<file path="src/rtl/hex_display_scheduler.sv">
// hex_display_scheduler
//   Shares one 8-digit seven-segment bank between three requesters. Grants
//   one requester at a time in round-robin order, converts its value(s) to
//   two BCD digits with a serial double-dabble engine, then writes only that
//   requester's digit slots.
//
// Ports
//   clk          : single clock, rising edge
//   rst_n        : synchronous active-low reset
//   req[2:0]     : update requests (0 = PC, 1 = register pair, 2 = print reg)
//   pc_val       : value for requester 0
//   rs_val/rt_val: value pair for requester 1
//   pr_val       : value for requester 2
//   ack[2:0]     : one-cycle completion pulse, aligned with new HEX values
//   busy         : high whenever the FSM is not in IDLE
//   HEX7..HEX0   : registered active-low segment outputs
//                  (HEX7/6 = rs, HEX5/4 = rt, HEX3/2 = PC, HEX1/0 = print)
module hex_display_scheduler #(
  parameter logic [6:0] OVF_PATTERN = 7'b0111111
) (
  input  logic        clk,
  input  logic        rst_n,
  input  logic [2:0]  req,
  input  logic [31:0] pc_val,
  input  logic [31:0] rs_val,
  input  logic [31:0] rt_val,
  input  logic [31:0] pr_val,
  output logic [2:0]  ack,
  output logic        busy,
  output logic [6:0]  HEX7,
  output logic [6:0]  HEX6,
  output logic [6:0]  HEX5,
  output logic [6:0]  HEX4,
  output logic [6:0]  HEX3,
  output logic [6:0]  HEX2,
  output logic [6:0]  HEX1,
  output logic [6:0]  HEX0
);

  typedef enum logic [1:0] {IDLE = 2'd0, CONV = 2'd1, WRITE = 2'd2, DONE = 2'd3} state_t;

  localparam logic [6:0] SEG_ZERO = 7'b1000000;

  state_t          state_q, state_d;
  logic [1:0]      ptr_q, ptr_d;
  logic [1:0]      gnt_q, gnt_d;
  logic [3:0]      cnt_q, cnt_d;
  // {tens[3:0], units[3:0], binary[6:0]} double-dabble shift register
  logic [14:0]     sr_q, sr_d;
  logic [6:0]      rt_q, rt_d;
  logic [7:0]      rs_dig_q, rs_dig_d;
  logic            ovf_a_q, ovf_a_d;
  logic            ovf_b_q, ovf_b_d;
  logic [2:0]      ack_q, ack_d;
  logic            busy_q, busy_d;
  logic [7:0][6:0] hex_q, hex_d;

  // One double-dabble step: add 3 to any BCD digit >= 5, then shift left.
  function automatic logic [14:0] dd_step(input logic [14:0] s);
    logic [3:0]  t;
    logic [3:0]  u;
    logic [14:0] tmp;
    t = s[14:11];
    u = s[10:7];
    if (t >= 4'd5) t = t + 4'd3;
    else           t = t;
    if (u >= 4'd5) u = u + 4'd3;
    else           u = u;
    tmp = {t, u, s[6:0]};
    return {tmp[13:0], 1'b0};
  endfunction

  // Active-low segment encoding of one BCD digit.
  function automatic logic [6:0] seg7(input logic [3:0] d);
    case (d)
      4'd0:    return 7'b1000000;
      4'd1:    return 7'b1111001;
      4'd2:    return 7'b0100100;
      4'd3:    return 7'b0110000;
      4'd4:    return 7'b0011001;
      4'd5:    return 7'b0010010;
      4'd6:    return 7'b0000010;
      4'd7:    return 7'b1111000;
      4'd8:    return 7'b0000000;
      4'd9:    return 7'b0010000;
      default: return OVF_PATTERN;
    endcase
  endfunction

  // Round-robin pick: search ptr, ptr+1, ptr+2 (mod 3).
  function automatic logic [1:0] rr_pick(input logic [2:0] r, input logic [1:0] p);
    logic [1:0] o0, o1, o2;
    case (p)
      2'd1:    begin o0 = 2'd1; o1 = 2'd2; o2 = 2'd0; end
      2'd2:    begin o0 = 2'd2; o1 = 2'd0; o2 = 2'd1; end
      default: begin o0 = 2'd0; o1 = 2'd1; o2 = 2'd2; end
    endcase
    if      (r[o0]) return o0;
    else if (r[o1]) return o1;
    else            return o2;
  endfunction

  // Next-state, datapath and output-register computation.
  always_comb begin
    logic [1:0]  g;
    logic [14:0] step;
    logic [3:0]  last;
    state_d  = state_q;
    ptr_d    = ptr_q;
    gnt_d    = gnt_q;
    cnt_d    = cnt_q;
    sr_d     = sr_q;
    rt_d     = rt_q;
    rs_dig_d = rs_dig_q;
    ovf_a_d  = ovf_a_q;
    ovf_b_d  = ovf_b_q;
    ack_d    = 3'b000;
    hex_d    = hex_q;
    g        = rr_pick(req, ptr_q);
    step     = dd_step(sr_q);
    last     = (gnt_q == 2'd1) ? 4'd13 : 4'd6;
    case (state_q)
      IDLE: begin
        if (req != 3'b000) begin
          gnt_d   = g;
          cnt_d   = 4'd0;
          ovf_b_d = 1'b0;
          rt_d    = 7'd0;
          case (g)
            2'd0: begin
              sr_d    = {8'd0, pc_val[6:0]};
              ovf_a_d = (pc_val > 32'd99);
            end
            2'd1: begin
              sr_d    = {8'd0, rs_val[6:0]};
              ovf_a_d = (rs_val > 32'd99);
              rt_d    = rt_val[6:0];
              ovf_b_d = (rt_val > 32'd99);
            end
            default: begin
              sr_d    = {8'd0, pr_val[6:0]};
              ovf_a_d = (pr_val > 32'd99);
            end
          endcase
          state_d = CONV;
        end else begin
          state_d = IDLE;
        end
      end
      CONV: begin
        // Pair requester: park rs digits after its 7th step, then start rt.
        if (gnt_q == 2'd1 && cnt_q == 4'd6) begin
          rs_dig_d = step[14:7];
          sr_d     = {8'd0, rt_q};
        end else begin
          sr_d     = step;
        end
        if (cnt_q == last) begin
          state_d = WRITE;
        end else begin
          cnt_d   = cnt_q + 4'd1;
        end
      end
      WRITE: begin
        case (gnt_q)
          2'd0: begin
            hex_d[3] = ovf_a_q ? OVF_PATTERN : seg7(sr_q[14:11]);
            hex_d[2] = ovf_a_q ? OVF_PATTERN : seg7(sr_q[10:7]);
          end
          2'd1: begin
            hex_d[7] = ovf_a_q ? OVF_PATTERN : seg7(rs_dig_q[7:4]);
            hex_d[6] = ovf_a_q ? OVF_PATTERN : seg7(rs_dig_q[3:0]);
            hex_d[5] = ovf_b_q ? OVF_PATTERN : seg7(sr_q[14:11]);
            hex_d[4] = ovf_b_q ? OVF_PATTERN : seg7(sr_q[10:7]);
          end
          default: begin
            hex_d[1] = ovf_a_q ? OVF_PATTERN : seg7(sr_q[14:11]);
            hex_d[0] = ovf_a_q ? OVF_PATTERN : seg7(sr_q[10:7]);
          end
        endcase
        // Registered here so the pulse coincides with DONE and the new digits.
        ack_d   = 3'b001 << gnt_q;
        state_d = DONE;
      end
      DONE: begin
        ptr_d   = (gnt_q == 2'd2) ? 2'd0 : gnt_q + 2'd1;
        state_d = IDLE;
      end
      default: begin
        state_d = IDLE;
      end
    endcase
    busy_d = (state_d != IDLE);
  end

  // State and datapath registers with synchronous active-low reset.
  always_ff @(posedge clk) begin
    if (!rst_n) begin
      state_q  <= IDLE;
      ptr_q    <= 2'd0;
      gnt_q    <= 2'd0;
      cnt_q    <= 4'd0;
      sr_q     <= 15'd0;
      rt_q     <= 7'd0;
      rs_dig_q <= 8'd0;
      ovf_a_q  <= 1'b0;
      ovf_b_q  <= 1'b0;
      ack_q    <= 3'b000;
      busy_q   <= 1'b0;
      hex_q    <= {8{SEG_ZERO}};
    end else begin
      state_q  <= state_d;
      ptr_q    <= ptr_d;
      gnt_q    <= gnt_d;
      cnt_q    <= cnt_d;
      sr_q     <= sr_d;
      rt_q     <= rt_d;
      rs_dig_q <= rs_dig_d;
      ovf_a_q  <= ovf_a_d;
      ovf_b_q  <= ovf_b_d;
      ack_q    <= ack_d;
      busy_q   <= busy_d;
      hex_q    <= hex_d;
    end
  end

  assign ack  = ack_q;
  assign busy = busy_q;
  assign HEX7 = hex_q[7];
  assign HEX6 = hex_q[6];
  assign HEX5 = hex_q[5];
  assign HEX4 = hex_q[4];
  assign HEX3 = hex_q[3];
  assign HEX2 = hex_q[2];
  assign HEX1 = hex_q[1];
  assign HEX0 = hex_q[0];

endmodule

</file>
<file path="config.mk">
export PLATFORM = sky130hd
export DESIGN_NAME = hex_display_scheduler
export DESIGN_NICKNAME = d
export VERILOG_FILES = /design/src/rtl/hex_display_scheduler.sv
export SDC_FILE = /design/constraint.sdc
export NUM_CORES = 1
export LEC_CHECK = 0
export CORE_MARGIN = 1.5
export CORE_UTILIZATION = 47
export CTS_BUF_LIST = sky130_fd_sc_hd__clkbuf_16
export DETAILED_ROUTE_END_ITERATION = 8
export GPL_TIMING_DRIVEN = 0
export HOLD_SLACK_MARGIN = 0.12
export PLACE_DENSITY = 0.87
export SLEW_MARGIN = 20
export SYNTH_ARGS = -nofsm -noshare
export SYNTH_HDL_FRONTEND = slang
export SYNTH_SLANG_ARGS = --single-unit
</file>
<file path="constraint.sdc">
create_clock -name clk -period 2.7 [get_ports clk]
set_input_delay 0.27 -clock clk [delete_from_list [all_inputs] [get_ports clk]]
set_output_delay 0.27 -clock clk [all_outputs]
set_load 0.005 [all_outputs]
</file>
# ---- Word-level counts from Yosys, hierarchy flattened
# Memories as Yosys holds them, arrays and structs flattened. A register that Yosys moved wholly into a read port is not among the register bits.
# Cells that the tools add are included.
dict set report op_classes {
  add_sub_neg 4
  magnitude_cmp 8
  n_eq_ne 12
  n_shift 1
  mux 50
  bitwise_logic 1
  reduce_logical 16
}
# cell count
set ops {}
lappend ops {{> comparator 32 x 7 -> 1 bit, second input constant} 4}
lappend ops {{two-way mux 4 bit} 20}
lappend ops {{two-way mux 7 bit} 9}
lappend ops {{two-way mux 15 bit} 2}
lappend ops {{one-hot mux 15 bit (2 select lines)} 1}
lappend ops {{one-hot mux 7 bit (2 select lines)} 1}
lappend ops {{AND reduction 2 bit} 7}
lappend ops {{one-hot mux 2 bit (2 select lines)} 3}
lappend ops {{equality test 2 x 1 -> 1 bit, second input constant} 4}
lappend ops {{equality test 2 bit, second input constant} 4}
lappend ops {{>= comparator 4 x 3 -> 1 bit, second input constant} 2}
lappend ops {{two-way mux 2 bit} 4}
lappend ops {{one-hot mux 2 bit (4 select lines)} 1}
lappend ops {{one-hot mux 4 bit (2 select lines)} 1}
lappend ops {{logical NOT 2 bit} 3}
lappend ops {{less-than comparator 2 x 3 -> 1 bit, second input constant} 2}
lappend ops {{adder 4 x 1 -> 4 bit, second input constant} 1}
lappend ops {{adder 4 x 2 -> 4 bit, second input constant} 1}
lappend ops {{binary-select mux 1 bit (select 2 bit)} 2}
lappend ops {{equality test 4 x 3 -> 1 bit, second input constant} 1}
lappend ops {{equality test 4 bit} 1}
lappend ops {{two-way mux 1 bit} 4}
lappend ops {{inequality test 2 bit, second input constant} 2}
lappend ops {{nonzero test 2 bit} 2}
lappend ops {{10 further kinds} 10}
dict set report totals {
  ff_bits 102
  mem_bits_ro 896
  output_inout_bits 60
  wordCells 119
  n_memories 8
}
# memory words width read_ports rd_clocked_by_memory_dff wr line
set memory_table {}
lappend memory_table {{(no name shown)} 16 7 1 1 0 75} ;# case (d)
lappend memory_table {{(no name shown)} 16 7 1 1 0 75}
lappend memory_table {{(no name shown)} 16 7 1 1 0 75}
lappend memory_table {{(no name shown)} 16 7 1 1 0 75}
lappend memory_table {{(no name shown)} 16 7 1 1 0 75}
lappend memory_table {{(no name shown)} 16 7 1 1 0 75}
lappend memory_table {{+2 memories} - - - - - -}

# ---- Depth between registers and ports, before layout
# Gate-level depths: netlist of the first run.
dict set report depth {
  ltp_word 12
  mapped_depth 12
}

# ---- Least setup slack after synthesis of the first run
# OpenSTA, ideal clock, no wires.
dict set report synth_timing {
  path_type {register to register}
  from {register cnt_q[0]}
  to {register with a tool-made name}
  arrival_ns 2.143
  slack_ns 0.464
  stages_incl_launch_ff 10
  synth_period_minus_slack_ns 2.236
  path_cell_list {dfxtp_1 inv_1 ha_1 and3b_1 a21oi_1 o21ai_0 a21oi_1 inv_1 ha_1 o32ai_1}
}
# item line
set synth_lines {}
lappend synth_lines {{from (decl)} 47} ;# logic [3:0] cnt_q, cnt_d;
lappend synth_lines {{from (signal assigned)} 215} ;# cnt_q <= cnt_d;

==> impl_results.md, run 1 <==
- Largest family of logic cells by synthesized area: simple AND/OR/NAND/NOR gates
- Family with the most delay on the worst path: simple AND/OR/NAND/NOR gates
- Initial drt markers: 585
- RSZ-0062 raised after global routing: false
- CP endpoint kind: flip-flop
- Worst IR Drop VDD: 0.3954 mV
- TritonCTS buffer count: 17
- Yosys Warn Count: 0
- Cell variety after synth: 79
- Worst hold path class: in2reg
- HPWL after detailed placement: 14100 um
- Core Region: 12720 um^2
- Adder-Cell Fraction of Synth Area: 5.864%
- Hold-fix buffers, CTS: 0
- Post-synthesis mux area share: 4.180%
- # rows: 41
- Largest net degree at the start of global routing: 17
- Core Util, Final: 69.91%
- FFs w/ async S/R, synth: 0%
- Cells along the critical path: inv_1 -> ha_1 -> nand3b_1 -> nor3_4 -> buf_6 -> nand2_1 -> a21oi_1 -> inv_1 -> ha_1 -> mux2i_1 -> a21oi_1
- Clk_skew: 0.008213 ns
- DRT Pass-1 Iters: 5
- Antenna diodes: 0
- CTS tree: done
- Crit path DAT: 2.83 ns
- Final min period: 2.530 ns
- Grt ovf: 0
- Setup Viol. Count Final: 0
- Vert. Die Dim: 117.5 um
- Initial Util: 48.47%
- Setup tns final: 0 ns
- Wire per inst: 17.14 um
- Simple-gate share of the synthesized area: 24.68%
- Total track usage: 27.45%
- Fmax: 0.3952 GHz
- CP max-delay cell: dfxtp_1
- DR vias/cell: 5.629
- Die ar.: 13820 um^2
- Post-synth EDFFs: 0
- Commonest non-fill, non-tap cell in the layout: clkdlybuf4s50_1
- Multi-input combinational cell area: 3256 um^2
- Fin. Hold Viols: 0
- Layout area overhead: 44.24%
- Pleak: 3.287 nW
- Commonest non-fill, non-tap cells in the layout: clkdlybuf4s50_1, dfxtp_1, nor2_1
- Worst-Margin Slew: 0.7873 ns
- Crit path max fanout: 10
- Levels on crit path: 11
- Share of layout cells above drive strength 1: 10.18%
- End of the worst hold path: rs_dig_q[5]
- First-pass GRT wire length: 30580 um
- # DRC: 0
- Max clock buf depth: 2
- Die X: 117.5 um
- Compound-Gate Fraction of Synth Area: 17.25%
- Synthesized area: 6166 um^2
- Port bufs: 191
- HP Start: rst_n
- H-tree depth: 4
- Hold slack final: 0.2546 ns
- Synth Instances: 699
- Clk sinks: 130
- Register area: 2603 um^2
- Critical path buffers and inverters: 3
- Io pins: 193
- Post-route clock period utilization: 93.72%
- Clk_lat worst skew: 0.42 ns
- Hold Path Cell Cnt: 3
- Final-stage net count: 1071
- Initial antenna violation count: 0
- Sequential area share after synthesis: 42.21%
- Routability cong.: 0.8768
- Synth Flop Type: dfxtp_1
- Antenna Nets Post-Route: 0
- Max-Cap Viols: 0
- Pwr dens: 523.4 nW/um^2
- Status: finished clean
- Post-Route WL: 18770 um
- FF-to-FF setup slack: 0.17 ns
- Largest stage delay, worst path: 0.35 ns
- Non-filler cells, final: 1095
- Reg-to-Reg Start: cnt_q[0]
- Final Max Slew Viols: 0
- Syn Nets: 860
- Crit path kind: reg2reg
- Worst EP required: 3.00 ns
- Max_slew headroom: 46.84%
- Syn avg cell area: 8.821 um^2
- Synthesized flop and latch total: 130
- Fillers: 989
- Clk slew on worst S/H paths: 0.06 ns
- Number of global-route vias before repair: 6069
- Crit start category: flip-flop
- R2R depth: 11
- XOR/XNOR share of the synthesized area: 0.7102%
- Dpl cells: 1062
- Clk root buf: clkbuf_16
- Routed via count: 6164
==> area by class of cell <==
class / count / share of cell area (%)
multi-input combinational: 501 / 36.61
sequential: 130 / 29.26
timing repair buffer: 192 / 21.58
clock buffer: 17 / 4.783
tap: 172 / 2.420
buffer: 36 / 2.153
clock inverter: 15 / 1.801
inverter: 32 / 1.393
==> worst register-to-register path: stages, from the launching register on <==
cell and delay [ns]:
dfxtp_1 0.35, inv_1 0.10, ha_1 0.18, nand3b_1 0.25
nor3_4 0.25, buf_6 0.19, nand2_1 0.09, a21oi_1 0.33
inv_1 0.15, ha_1 0.31, mux2i_1 0.13, a21oi_1 0.08
==> power breakdown <==
group          internal (mW)  switching, mW  leakage (nW)
logic                  0.241          0.183          1.95
clock network           1.37          0.905         0.283
registers               1.94         0.0177          1.05
total                   3.55           1.11          3.29
==> worst max path at each step <==
stage	from	to	slack, ns
after global placement	req[2]	flip-flop	-0.19
after global routing	cnt_q[1]	flip-flop	0.02
after detailed placement	req[2]	flip-flop	-0.23
after CTS	cnt_q[0]	flip-flop	0.02
after floorplan	cnt_q[0]	flip-flop	0.46
final	cnt_q[0]	flip-flop	0.17
==> cell usage after synthesis, drive strengths merged, types with 3 or more instances <==
| master | count | share of area, % |
|---|---|---|
| dfxtp | 130 | 42 |
| nor2 | 98 | 6.0 |
| nor3 | 71 | 6.6 |
| nand2 | 46 | 3.0 |
| inv | 30 | 1.9 |
| a211oi | 29 | 3.6 |
| ha | 28 | 5.7 |
| a21oi | 27 | 2.3 |
| nor4 | 21 | 2.4 |
| o21ai | 21 | 2.1 |
| clkbuf | 20 | 1.2 |
| mux2i | 19 | 3.1 |
| nand3 | 18 | 1.7 |
| buf | 16 | 1.9 |
| o22ai | 10 | 1.0 |
| and2 | 9 | 0.91 |
| nand2b | 8 | 0.85 |
| a22o | 7 | 0.99 |
| mux2 | 6 | 1.1 |
| o211ai | 6 | 0.89 |
| a22oi | 5 | 0.61 |
| nand3b | 5 | 0.61 |
| o21a | 5 | 0.61 |
| nand4 | 4 | 0.41 |
| nor3b | 4 | 0.49 |
| o311ai | 4 | 0.57 |
| o32ai | 4 | 0.69 |
| a21boi | 3 | 0.37 |
| a21o | 3 | 0.37 |
| o31ai | 3 | 0.53 |
| or4 | 3 | 0.37 |
| xnor2 | 3 | 0.43 |
==> kinds of logic after synthesis <==
group,Yosys count
AOI/OAI and AO/OA,145
xor gates and xnor gates,5
adders and majority gates,29
buffers and inverters,68
DFF,130
muxes,25
and+or+nand+nor,297
==> per-stage QoR <==
step                      power [mW]  setup WS (ns)  cell area (um^2)
final                          4.655         0.1697              8894
after CTS                      4.650        0.01899              8879
after floorplan                2.153         0.4643              6166
after global routing           4.786        0.02224              8894
after global placement         2.406        -0.1934              8293
after detailed placement       2.413        -0.2269              8293
==> what timing repair did <==
item	in CTS	in global routing
hold endpoints to repair	0	0
setup endpoints to repair	0	6
buffers inserted	0	1
gates resized for setup	0	2
==> layer usage <==
layer  part of all wire, %  track usage (%)  wire [um]  vias to the layer above
met5                     0                0          0                        -
met4                   2.1            8.994        395                        0
met3                   6.0            6.977       1129                       32
met2                    48            44.89       8919                      249
met1                    44            35.50       8326                     2934
li1                      -                -          -                     2949
No activity file was read; power rests on OpenSTA's default activity.
==> inputs of run 2 (changes only) <==
Settings changed: CAP_MARGIN set to 15, REMOVE_ABC_BUFFERS set to 1.
==> impl_results.md, run 2 (synthesis gave the netlist of run 1 again) <==
- Fillers: 986 (was 989)
- Clock network power share: 49.8% (was 48.8%)
- Vert. Die Dim: 117.5 um (unchanged)
- Die X: 117.5 um (unchanged)
- Post-Route WL: 16150 um (was 18770 um)
- Clk sinks: 130 (unchanged)
- Clk slew on worst S/H paths: 0.06 ns (about the same)
- Routed via count: 5762 (was 6164)
- Initial drt markers: 343 (was 585)
- CP endpoint kind: flip-flop (unchanged)
- Worst IR Drop VDD: 0.4275 mV (was 0.3954 mV)
- Status: finished clean (unchanged)
- Dpl cells: 1032 (was 1062)
- Max clock buf depth: 2 (unchanged)
- # rows: 41 (unchanged)
- Comb pwr share: 8.2% (was 9.1%)
- Port bufs: 192 (was 191)
- Pint: 3.635 mW (was 3.549 mW)
- Cells along the critical path: inv_1 -> ha_1 -> nand3b_1 -> nor3_4 -> buf_4 -> nand2_2 -> o21ai_2 -> inv_1 -> ha_1 -> nor3_1 -> nor3_1 (was inv_1 -> ha_1 -> nand3b_1 -> nor3_4 -> buf_6 -> nand2_1 -> a21oi_1 -> inv_1 -> ha_1 -> mux2i_1 -> a21oi_1)
- Crit path kind: reg2reg (unchanged)
- Fin. Hold Viols: 0 (unchanged)
- Antenna diodes: 0 (unchanged)
- Final-stage net count: 1045 (was 1071)
- Share of layout cells above drive strength 1: 10.26% (was 10.18%)
- Setup tns final: 0 ns (unchanged)
- TritonCTS buffer count: 17 (unchanged)
- # DRC: 0 (unchanged)
- Post-place instance area: 8177 um^2 (was 8293 um^2)
- Post-route clock period utilization: 91.64% (was 93.72%)
- Setup Viol. Count Final: 0 (unchanged)
- Crit path max fanout: 5 (was 10)
- R2R depth: 11 (unchanged)
- Hold Path Cell Cnt: 2 (was 3)
- Register area: 2604 um^2 (was 2603 um^2)
- Initial antenna violation count: 0 (unchanged)
- Crit start category: flip-flop (unchanged)
- Initial Util: 48.47% (unchanged)
- Wire per inst: 15.10 um (was 17.14 um)
- Antenna Nets Post-Route: 0 (unchanged)
- Clk_lat worst skew: 0.41 ns (was 0.42 ns)
- Core Util, Final: 69.41% (was 69.91%)
- DR vias/cell: 5.390 (was 5.629)
- Commonest non-fill, non-tap cells in the layout: clkdlybuf4s50_1, dfxtp_1, nor2_1 (unchanged)
- CTS tree: done (unchanged)
- Crit path DAT: 2.76 ns (was 2.83 ns)
- Grt ovf: 0 (unchanged)
- Largest stage delay, worst path: 0.34 ns (was 0.35 ns)
- First-pass GRT wire length: 26990 um (was 30580 um)
- Net Sw Frac: 22.65% (was 23.75%)
- Multi-input combinational cell area: 3267 um^2 (was 3256 um^2)
- Seq pwr share: 42.0% (was 42.1%)
- Max_slew headroom: 28.44% (was 46.84%)
- Number of global-route vias before repair: 5686 (was 6069)
- Final Max Slew Viols: 0 (unchanged)
- RSZ-0062 raised after global routing: false (unchanged)
- CP max-delay cell: dfxtp_1 (unchanged)
- Clk_skew: 0.006768 ns (was 0.008213 ns)
- Final instance area: 8831 um^2 (was 8894 um^2)
- Core Region: 12720 um^2 (unchanged)
- Commonest non-fill, non-tap cell in the layout: clkdlybuf4s50_1 (unchanged)
- HPWL after detailed placement: 11520 um (was 14100 um)
- DRT Pass-1 Iters: 7 (was 5)
- Layout area overhead: 43.22% (was 44.24%)
- Pwr dens: 532.2 nW/um^2 (was 523.4 nW/um^2)
- Clk root buf: clkbuf_16 (unchanged)
- Fmax: 0.4042 GHz (was 0.3952 GHz)
- Routability cong.: 0.8616 (was 0.8768)
- H-tree depth: 4 (unchanged)
- Non-filler cells, final: 1069 (was 1095)
- Io pins: 193 (unchanged)
- Switching pwr: 1.065 mW (was 1.106 mW)
- Power Total: 4.700 mW (was 4.655 mW)
- Die ar.: 13820 um^2 (unchanged)
- Final min period: 2.474 ns (was 2.530 ns)
- Largest net degree at the start of global routing: 75 (was 17)
- Worst hold path class: in2reg (unchanged)
- Total track usage: 23.60% (was 27.45%)
- Worst-Margin Slew: 1.071 ns (was 0.7873 ns)
- Worst EP required: 2.99 ns (was 3.00 ns)
- Max-Cap Viols: 0 (unchanged)
- Pleak: 3.245 nW (was 3.287 nW)
-- run 2: cell count changes in the layout (fill, tap and decap cells not counted), sizes merged --
| cell | before | now |
|---|---|---|
| bufinv | 2 | 3 |
| clkdlybuf4s15 | 0 | 1 |
| clkinvlp | 3 | 2 |
| clkinv | 7 | 8 |
| clkbuf | 37 | 17 |
| buf | 17 | 9 |
| inv | 35 | 34 |
| dlygate4sd3 | 0 | 1 |
-- run 2: cell type report --
cell class	instances	area share, %
Multi-Input combinational cell	501	36.99
Sequential cell	130	29.48
Timing Repair Buffer	202	22.80
Clock buffer	17	4.817
Tap cell	172	2.437
Clock inverter	15	2.040
Inverter	32	1.431
-- run 2: per-stage QoR --
step                hold slack, ns  setup slack (ns)
floorplan                   0.3319            0.1916
global placement            0.4589            -2.253
detailed placement          0.4664           -0.2734
CTS                         0.4482           0.08224
global route                0.4685           0.04485
finish                      0.4562            0.2258
-- run 2: worst paths after layout --
kind	from	to	slack (ns)
max reg2reg	cnt_q[0]	flip-flop	0.23
max	cnt_q[0]	flip-flop	0.23
min reg2reg	flip-flop	HEX7[6]	0.48
min	rt_val[1]	rt_q[1]	0.46
-- run 2: repair_timing --
| item | in CTS | in global routing |
|---|---|---|
| resized for setup | 0 | 3 |
| hold buffers | 1 | 0 |
| pin swaps | 1 | 0 |
| setup endpoints to repair | 1 | 6 |
| hold endpoints to repair | 1 | 0 |
| buffers inserted | 4 | 0 |
-- run 2: power groups by stage --
stage / registers (mW) / clock network [mW] / logic, mW
global placement: 2.01 / 0 / 0.367
floorplan: 2.00 / 0 / 0.128
finish: 1.97 / 2.34 / 0.384
CTS: 1.97 / 2.37 / 0.382
global route: 1.98 / 2.45 / 0.413
detailed placement: 2.01 / 0 / 0.379
-- run 2: layer usage --
| metal | routed length [um] | part of all wire, % | global-route usage, % |
|---|---|---|---|
| met1 | 7257 | 45 | 30.06 |
| met2 | 7734 | 48 | 39.04 |
| met3 | 929 | 5.8 | 6.395 |
| met4 | 225 | 1.4 | 7.317 |
| met5 | 0 | 0 | 0 |
-- run 2: critical path: cells and delay by family, from the launching register on --
family	cells	cell delay, ns
AND/OR/NAND/NOR	5	0.95
buffers and inverters	3	0.41
adder cells (fa/ha/maj)	2	0.38
flip-flops	1	0.34
AO/OA/AOI/OAI	1	0.25
